$ cat src/rtl/memcard_pkg.sv
// memcard_pkg: shared types and token geometry for the memcard responder.
// Contents: state_t (IDLE, RX, CMD, TX_WAIT, TX), token sizes, CRC7 polynomial,
// and the bit positions of each field inside a 48-bit CMD-line token
// (position 47 is the start bit, position 0 the end bit).
package memcard_pkg;
    typedef enum logic [2:0] {IDLE, RX, CMD, TX_WAIT, TX} state_t;
    localparam int TOKEN_BITS = 48;
    localparam int PAYLOAD_BITS = 40;
    localparam logic [6:0] CRC7_POLY = 7'h09;
    localparam int TRANS_POS = 46;
    localparam int IDX_MSB = 45;
    localparam int IDX_LSB = 40;
    localparam int ARG_MSB = 39;
    localparam int ARG_LSB = 8;
endpackage

$ cat src/rtl/memcard_crc7.sv
// memcard_crc7: serial CRC7 (x^7+x^3+1, init 0, MSB first).
// Ports: sys_clk/sys_rst (sync, active-low) clock and reset; clear zeroes the
// remainder (when ce is also high the bit is fed into the zeroed remainder);
// ce advances one bit; din is the data bit; crc is the running remainder.
module memcard_crc7
    import memcard_pkg::*;
(
    input  logic       sys_clk,
    input  logic       sys_rst,
    input  logic       clear,
    input  logic       ce,
    input  logic       din,
    output logic [6:0] crc
);
    logic [6:0] base;
    assign base = clear ? 7'd0 : crc;
    always_ff @(posedge sys_clk)
        if (!sys_rst) crc <= '0;
        else if (clear || ce) crc <= ce ? ({base[5:0], 1'b0} ^ ({7{din ^ base[6]}} & CRC7_POLY)) : 7'd0;
endmodule

$ cat src/rtl/memcard_responder.sv
// memcard_responder: card-side SD/MMC CMD-line deframer and response serialiser.
// Ports: sys_clk/sys_rst (sync, active-low); mc_clk/mc_cmd_i host clock and CMD
// line (oversampled, never used as a clock); mc_cmd_o/mc_cmd_oe CMD drive value
// and enable; cmd_valid/cmd_index/cmd_arg/cmd_crc_ok/cmd_frame_ok decoded command;
// cmd_ack drops it unanswered; resp_valid/resp_index/resp_arg/resp_ready response
// handshake; busy is high outside IDLE.
// Build option MEMCARD_RESPONDER_CRC_CHECK_EN: when defined the received CRC7 is
// checked; otherwise the CRC field is discarded and cmd_crc_ok is tied to 1.
module memcard_responder
    import memcard_pkg::*;
#(
    parameter int NCR = 2,
    parameter int SYNC_STAGES = 2
) (
    input  logic        sys_clk,
    input  logic        sys_rst,
    input  logic        mc_clk,
    input  logic        mc_cmd_i,
    output logic        mc_cmd_o,
    output logic        mc_cmd_oe,
    output logic        cmd_valid,
    output logic [5:0]  cmd_index,
    output logic [31:0] cmd_arg,
    output logic        cmd_crc_ok,
    output logic        cmd_frame_ok,
    input  logic        cmd_ack,
    input  logic        resp_valid,
    input  logic [5:0]  resp_index,
    input  logic [31:0] resp_arg,
    output logic        resp_ready,
    output logic        busy
);
    logic [SYNC_STAGES-1:0] clk_sync, cmd_sync;
    logic clk_d, rise, fall, cmd_bit;
    state_t state, state_n;
    logic [5:0] bit_cnt, ncr_cnt;
    logic [TRANS_POS-ARG_LSB:0] rx_sr;
    logic [PAYLOAD_BITS-1:0] tx_sr;
    logic [6:0] tx_crc;
    logic [2:0] crc_sel;
    logic start, rx_take, rx_end, accept, drive, tx_done, tx_bit, payload;

    assign rise = clk_sync[SYNC_STAGES-1] & ~clk_d;
    assign fall = ~clk_sync[SYNC_STAGES-1] & clk_d;
    assign cmd_bit = cmd_sync[SYNC_STAGES-1];
    assign payload = bit_cnt < 6'(PAYLOAD_BITS);
    // CRC bits travel MSB first at token bits 40..46
    assign crc_sel = 3'(6'(TOKEN_BITS - 2) - bit_cnt);
    assign tx_bit = payload ? tx_sr[PAYLOAD_BITS-1] : bit_cnt < 6'(TOKEN_BITS - 1) ? tx_crc[crc_sel] : 1'b1;
    assign resp_ready = sys_rst && accept;
    assign busy = state != IDLE;

    always_comb begin
        start = state == IDLE && rise && !cmd_bit;
        rx_take = state == RX && rise;
        rx_end = rx_take && bit_cnt == 6'(TOKEN_BITS - 1);
        accept = state == CMD && resp_valid;
        drive = fall && (state == TX_WAIT ? ncr_cnt >= 6'(NCR - 1) : state == TX && bit_cnt != 6'(TOKEN_BITS));
        tx_done = state == TX && fall && bit_cnt == 6'(TOKEN_BITS);
        state_n = state;
        case (state)
            IDLE:    state_n = start ? RX : IDLE;
            RX:      state_n = rx_end ? CMD : RX;
            CMD:     state_n = resp_valid ? TX_WAIT : cmd_ack ? IDLE : CMD;
            TX_WAIT: state_n = drive ? TX : TX_WAIT;
            TX:      state_n = tx_done ? IDLE : TX;
            default: state_n = IDLE;
        endcase
    end

    always_ff @(posedge sys_clk)
        if (!sys_rst) begin
            clk_sync <= '0;
            cmd_sync <= '1;
            clk_d <= 1'b0;
            state <= IDLE;
            bit_cnt <= '0;
            ncr_cnt <= '0;
            rx_sr <= '0;
            tx_sr <= '0;
            cmd_valid <= 1'b0;
            cmd_index <= '0;
            cmd_arg <= '0;
            cmd_frame_ok <= 1'b0;
            mc_cmd_oe <= 1'b0;
            mc_cmd_o <= 1'b1;
        end else begin
            clk_sync <= {clk_sync[SYNC_STAGES-2:0], mc_clk};
            cmd_sync <= {cmd_sync[SYNC_STAGES-2:0], mc_cmd_i};
            clk_d <= clk_sync[SYNC_STAGES-1];
            state <= state_n;
            if (start) bit_cnt <= 6'd1;
            else if (rx_take || drive) bit_cnt <= bit_cnt + 6'd1;
            else if (accept) bit_cnt <= '0;
            // only bits 1..39 are kept; the start bit falls off the top
            if (start || (rx_take && payload)) rx_sr <= {rx_sr[TRANS_POS-ARG_LSB-1:0], cmd_bit};
            if (rx_end) begin
                ncr_cnt <= '0;
                cmd_valid <= 1'b1;
                cmd_index <= rx_sr[IDX_MSB-ARG_LSB -: IDX_MSB-IDX_LSB+1];
                cmd_arg <= rx_sr[ARG_MSB-ARG_LSB:0];
                cmd_frame_ok <= rx_sr[TRANS_POS-ARG_LSB] & cmd_bit;
            end else if ((state == CMD || state == TX_WAIT) && fall && ncr_cnt != 6'd63)
                ncr_cnt <= ncr_cnt + 6'd1;
            if (state == CMD && (resp_valid || cmd_ack)) cmd_valid <= 1'b0;
            if (accept) tx_sr <= {2'b00, resp_index, resp_arg};
            else if (drive && payload) tx_sr <= {tx_sr[PAYLOAD_BITS-2:0], 1'b0};
            if (drive) begin
                mc_cmd_oe <= 1'b1;
                mc_cmd_o <= tx_bit;
            end else if (tx_done) begin
                mc_cmd_oe <= 1'b0;
                mc_cmd_o <= 1'b1;
            end
        end

    memcard_crc7 u_tx_crc (
        .sys_clk(sys_clk),
        .sys_rst(sys_rst),
        .clear(accept),
        .ce(drive && payload),
        .din(tx_bit),
        .crc(tx_crc)
    );

`ifdef MEMCARD_RESPONDER_CRC_CHECK_EN
    logic [6:0] rx_crc;
    logic crc_err;
    memcard_crc7 u_rx_crc (
        .sys_clk(sys_clk),
        .sys_rst(sys_rst),
        .clear(state == IDLE),
        .ce(start || (rx_take && payload)),
        .din(cmd_bit),
        .crc(rx_crc)
    );
    // received CRC bits are compared serially as they arrive
    always_ff @(posedge sys_clk)
        if (!sys_rst) begin
            crc_err <= 1'b0;
            cmd_crc_ok <= 1'b0;
        end else begin
            if (start) crc_err <= 1'b0;
            else if (rx_take && !payload && !rx_end && cmd_bit != rx_crc[crc_sel]) crc_err <= 1'b1;
            if (rx_end) cmd_crc_ok <= !crc_err;
        end
`else
    assign cmd_crc_ok = 1'b1;
`endif
endmodule
$ cat config.mk
export PLATFORM = sky130hd
export DESIGN_NAME = memcard_responder
export DESIGN_NICKNAME = d
export VERILOG_FILES = /design/src/rtl/memcard_pkg.sv /design/src/rtl/memcard_crc7.sv /design/src/rtl/memcard_responder.sv
export SDC_FILE = /design/constraint.sdc
export NUM_CORES = 1
export LEC_CHECK = 0
export ABC_CLOCK_PERIOD_IN_PS = 2900
export BUFFER_PORTS_ARGS = -buffer_cell sky130_fd_sc_hd__buf_4
export CAP_MARGIN = 5
export CELL_PAD_IN_SITES_DETAIL_PLACEMENT = 0
export CELL_PAD_IN_SITES_GLOBAL_PLACEMENT = 1
export CORE_ASPECT_RATIO = 0.5
export CORE_MARGIN = 1
export CORE_UTILIZATION = 40
export CTS_CLUSTER_DIAMETER = 120
export CTS_CLUSTER_SIZE = 20
export DETAILED_ROUTE_END_ITERATION = 12
export GPL_TIMING_DRIVEN = 1
export PLACE_DENSITY_LB_ADDON = 0.08
export SYNTH_ARGS = -nofsm -noshare
export SYNTH_HDL_FRONTEND = slang
export SYNTH_SLANG_ARGS = --single-unit
$ cat constraint.sdc
create_clock -name sys_clk -period 2.9 [get_ports sys_clk]
set_input_delay 0.145 -clock sys_clk [delete_from_list [all_inputs] [get_ports sys_clk]]
set_output_delay 0.145 -clock sys_clk [all_outputs]
set_load 0.03 [all_outputs]
Yosys cells after proc, flatten, opt, wreduce, memory -nomap -nowiden. Cells that the tools add are included. W data, S select, Z words.

Word-level logic and storage cells: 94. Input bits: 44. Memories: 0. Bits in registers: 148. Latch bits: 0. ROM bits: 0. Output and inout bits: 45. Memory bits (writable): 0.

Add/subtract/negate cells: 3. Multiply operators: 0. Bitwise operators: 8. Muxes and demuxes: 23. Shift operators: 0. Div/mod/pow operators: 0. Order comparisons: 4. Eq/ne operators: 8. Reductions and logical operators: 31.

Operator list (number): $mux W38 (2); $logic_and A1 B1 Y1 (15); $pmux W3 S5 (1); $mux W7 (2); $add A6 B1 Y6 const B (2); $eq A6 B6 Y1 const B (2); $lt A6 B6 Y1 const B (2); $mux W6 (2); $ne A6 B6 Y1 const B (2); $mux W1 (10); $reduce_or A2 Y1 (4); $xor A7 B4 Y7 (1); $eq A3 B2 Y1 const B (2); $ge A6 B1 Y1 const B (1); $mux W2 (3); $mux W3 (2); $reduce_bool A2 Y1 (3); $reduce_bool A3 Y1 (2); $logic_or A1 B1 Y1 (5); $lt A3 B4 Y1 const B (1); $and A1 B1 Y1 (3); $bmux W1 S3 (1); $eq A3 B1 Y1 const B (1); $eq A3 B3 Y1 const B (1); other kinds (5) (7).

Longest topological paths before layout.
Depth after elaboration: 8. Gate-level depth with buffers: 9. Depth with buffers taken out: 7.

Cells and area by module. A second synthesis with hierarchy kept.

Cells, all modules: 702. Area total of the unflattened synthesis: 6165.9 µm².

By module, submodules not included: memcard_responder (cells each 669, area each 5844.4 µm², instances 1, seq. area each 2822.7 µm²); memcard_crc7 (cells each 33, area each 321.6 µm², instances 1, seq. area each 140.1 µm²).

Worst setup path after synthesis. Ideal clock, no wire load.

Kind: register -> register. From: register bit_cnt[0]. To: register u_tx_crc.crc[3]. Arrival time: 1982 ps. Slack: 833 ps. Data required time: 2814 ps. Clock period less this slack: 2067 ps. Path buffers: 1. Library setup time: 86 ps. Stages on the path, launching flop included: 9. Cells stage by stage: dfxtp_1 > inv_1 > ha_1 > buf_2 > mux2i_1 > mux4_2 > a21oi_1 > mux2i_1 > a211oi_1.

Cells in the longest elaborated chain, start to end: 8. Elaborated cells on any way between the ends: 16. Those cells by class: 1 x add/sub; 2 x order compare; 1 x eq/ne; 6 x mux; 2 x bitwise; 4 x reduce/logical.

Ends and longest elaborated chain: start: declaration (line memcard_responder.sv:36) `logic [5:0] bit_cnt, ncr_cnt;`; start signal: assignment (line memcard_responder.sv:93) `else if (rx_take || drive) bit_cnt <= bit_cnt + 6'd1;`; $sub A3 B3 Y3 (line memcard_responder.sv:48) `assign crc_sel = 3'(6'(TOKEN_BITS - 2) - bit_cnt);`; $bmux W1 S3 (line memcard_responder.sv:49) `assign tx_bit = payload ? tx_sr[PAYLOAD_BITS-1] : bit_cnt < 6'(TOKEN_BITS - 1) ? tx_crc[crc_sel] : 1'b1;`; $mux W1 (not written as such) (line memcard_responder.sv:49); $mux W1 (2 in series) (line memcard_responder.sv:49); $xor A1 B1 Y1 (line memcard_crc7.sv:19) `else if (clear || ce) crc <= ce ? ({base[5:0], 1'b0} ^ ({7{din ^ base[6]}} & CRC7_POLY)) : 7'd0;`; $xor A7 B4 Y7 (line memcard_crc7.sv:19); $mux W7 (line memcard_crc7.sv:19); end signal: assignment (line memcard_crc7.sv:19); end: declaration (line memcard_crc7.sv:13) `output logic [6:0] crc`.

Parallel ways exist; a longest one is shown, timed or not. The select of a mux whose other input is x is not followed. A chain may end at the register's enable or synchronous reset.

Worst setup path in the final report.
From: register bit_cnt[0]. To: register tx_sr[22].

Cells in the longest elaborated chain, start to end: 6. Elaborated cells on any way between the ends: 7. Those cells by class: 1 x order compare; 1 x eq/ne; 1 x mux; 4 x reduce/logical.

Ends and longest elaborated chain: branches (longest 4 deep; another with $lt A6 B6 Y1); $logic_and A1 B1 Y1 * (line memcard_responder.sv:107) `else if (drive && payload) tx_sr <= {tx_sr[PAYLOAD_BITS-2:0], 1'b0};`; $reduce_bool A2 Y1 (no line) *; end signal: assignment (line memcard_responder.sv:106) `if (accept) tx_sr <= {2'b00, resp_index, resp_arg};`; end signal: assignment (line memcard_responder.sv:107); end: declaration (line memcard_responder.sv:38) `logic [PAYLOAD_BITS-1:0] tx_sr;`.

Every way passes the cells marked *.

==> impl_results.md <==
* GRT Total Usage at 0.183
* Setup violators final at 0
* Worst slew pin tran at 0.850 ns
* Crit path launch type: flop
* Clk buf depth at 2
* Hold Fails Final Rpt at 0
* CP Capture Type: flop
* CP required at 3.23 ns
* Vias at 5,034
* Syn Inst Count at between 700 and 800
* Antenna violations before repair at 0
* Synth top area share at 0.512
* 1st-iter DRT viols at between 400 and 500
* PortBufs at 87
* Ant. Diodes at 0
* DPL Wire Length at approximately 8.0 mm
* Final Cycle Share at 0.830
* Comb pwr share at 0.025
* Max-capacitance violation count at 0
* Root Driver: clkbuf_16
* Cell Pwr Density at 578 mW/mm2
* Yosys cell types at 47
* Worst skew pair latency at between 0.4 and 0.5 ns
* Most frequent cell after synthesis: nand2_1
* Flop pwr share at 0.495
* Via density at between 5 and 6
* Synth top area cells: dfxtp_1 51%, nand2_1 12%, a21oi_1 12%
* CP max stage cell: a21o_1
* P_sw at 914 uW
* Number of global-route vias before repair at 4,404
* TritonCTS clock tree: built
* TritonCTS Sinks at about 150
* Final nets at 823
* Ports at 89
* Num CTS Buffers at 17
* Status: finished clean
* Critical path's largest stage delay at between 0.5 and 0.6 ns
* Placeable Area at 0.0139 mm2
* Die width at 172 um
* Synthesized area at roughly 0.0058 mm2
* Clock skew at 0.00971 ns
* Routed wire length at 13.5 mm
* Synth-to-Final Area Change at 23.0%
* Total negative slack at 0 ns
* Drt first pass iters at 4
* Top fanout value on the critical path at 18
* Tot Pwr at 4120 uW
* Mean post-synth cell area at 8.19 um2
* Worst min path class: in -> reg
* Post-synth EDFFs at 0
* Fmax at 416 MHz
* Synthesized flop and latch total at 148
* Drt wl/cell at around 14 um
* # Post-CTS Setup Buffers at 0
* Synth warn at 0
* Site row count at 30
* Kind of critical path: reg -> reg
* Chip height at 87.1 um
* Routability congestion estimate at 0.784
* Post-synth top cells: 184 x nand2_1, 148 x dfxtp_1, 134 x a21oi_1
* RSZ-0062 raised after global routing: no
* H-tree Lvls at 4
* Crit path cell chain: inv_1 > ha_1 > nand4bb_1 > o211ai_1 > a21o_1 > buf_4 > nand3_1 > a21oi_1
* Internal power at ~3200 uW
* Die area at 0.0150 mm2
* Clk pin slew, worst setup/hold paths at about 0.060 ns
* Area leader, netlist: dfxtp_1
* CP arrival at around 2.7 ns
* Hold_ws at 0.0182 ns
* Clock network fraction of design power at 0.479
* Non-filler cells, final at between 900 and 1,000
* Placed cell area at 0.00655 mm2
* FFs w/ async S/R, synth at 0
* Rel. slew slack at 0.433
* Crit path time final at 2.41 ns
* Initial Util at 0.418
* Share of cells above drive strength 1 at 0.172
* Switching part of the total at 0.222
* Lkg Pwr at 0.00246 uW
* Critical path's top delay family: compound AO/OA/AOI/OAI gates
* Synth Flop Type: dfxtp_1
* DRC at 0
* Worst path buffer plus inverter count at 2
* Seq/Total Area, Yosys at 0.512
* Post-Syn Nets at 757
* Max IR drop VDD at 295 uV
* Total congestion overflow at 0
* Finished Cell Area at 0.00712 mm2
* First-pass GRT wire length at 21.7 mm
* Largest net degree at the start of global routing at 78
* Antenna Nets Post-Route at 0
* Slew Viols, Final at 0
* DP Cell Count at 942
[cell families after synthesis]
| family | share of synthesized area |
|---|---|
| AOI/OAI and AO/OA | 0.192 |
| xor gates and xnor gates | 0.0106 |
| adders and majority gates | 0.0130 |
| buffers and inverters | 0.0460 |
| DFF | 0.512 |
| muxes | 0.0128 |
| other | 0.000648 |
| and+or+nand+nor | 0.213 |
[cell usage in the layout, fill, tap and decap left out, types with 2 or more instances in the layout]
master,n
inv_6,3
nand3b_1,4
and2_1,4
dfxtp_1,148
or3_1,3
dlygate4sd3_1,4
o21ai_0,3
and3_1,3
a21oi_1,133
o21a_1,3
nor3b_1,2
buf_4,98
clkinvlp_4,5
clkbuf_1,3
o211ai_1,2
ha_1,6
or4_1,2
nand3_1,53
nor2_1,12
nand4_1,4
mux2i_1,4
xor2_1,6
nand2b_1,3
clkbuf_16,17
a211oi_1,2
nand2_1,184
a31oi_1,5
a22oi_1,37
inv_1,6
[worst paths after layout]
kind               startpoint     endpoint  slack (ns)  depth (start not counted)
setup reg to reg   bit_cnt[0]    tx_sr[22]        0.49                          8
hold reg to reg   cmd_sync[0]  cmd_sync[1]        0.41                          1
hold / removal        sys_rst     mc_cmd_o        0.02                          2
setup / recovery   bit_cnt[0]    tx_sr[22]        0.49                          8
[stage by stage]
| step | setup slack, ns | util |
|---|---|---|
| floorplan | 0.833 | - |
| global placement | 0.596 | 0.473 |
| detailed placement | 0.512 | 0.473 |
| CTS | 0.492 | 0.514 |
| global route | 0.277 | 0.514 |
| finish | 0.493 | 0.514 |
[registers in the layout (all words and copies together) (netlist names), 2 cells and up]
signal	count
state	3
ncr_cnt	6
rx_sr	39
cmd_sync	2
clk_sync	2
tx_sr	40
u_tx_crc.crc	7
bit_cnt	6
cmd_arg	32
cmd_index	6
[per-layer routing]
metal	GRT usage	wire length, um	vias up
met3	0.0513	646	13
met2	0.285	5840	96
li1	-	-	2574
met1	0.251	6890	2351
met4	0.0459	120	0
met5	0	0	-
[power groups by stage]
stage	registers (uW)	clock network (uW)	logic [uW]
finish	2040	1970	104
global route	2040	2130	112
CTS	2040	2020	106
detailed placement	2080	0	101
global placement	2080	0	101
floorplan	2080	0	40.5
[what timing repair did]
item                                    CTS  global route
resized for setup                         0             0
hold buffers                              4             0
endpoints found under the setup margin    0             0
endpoints found under the hold margin     4             0
[final cells by class]
type / count / area, um2
tap: 192 / 240
fill: 1348 / 6730
clock inverter: 10 / 77.6
multi-input combinational: 497 / 2580
inverter: 7 / 28.8
timing repair buffer: 102 / 776
sequential: 148 / 2960
clock buffer: 21 / 450
No activity file was read; power rests on OpenSTA's default activity.
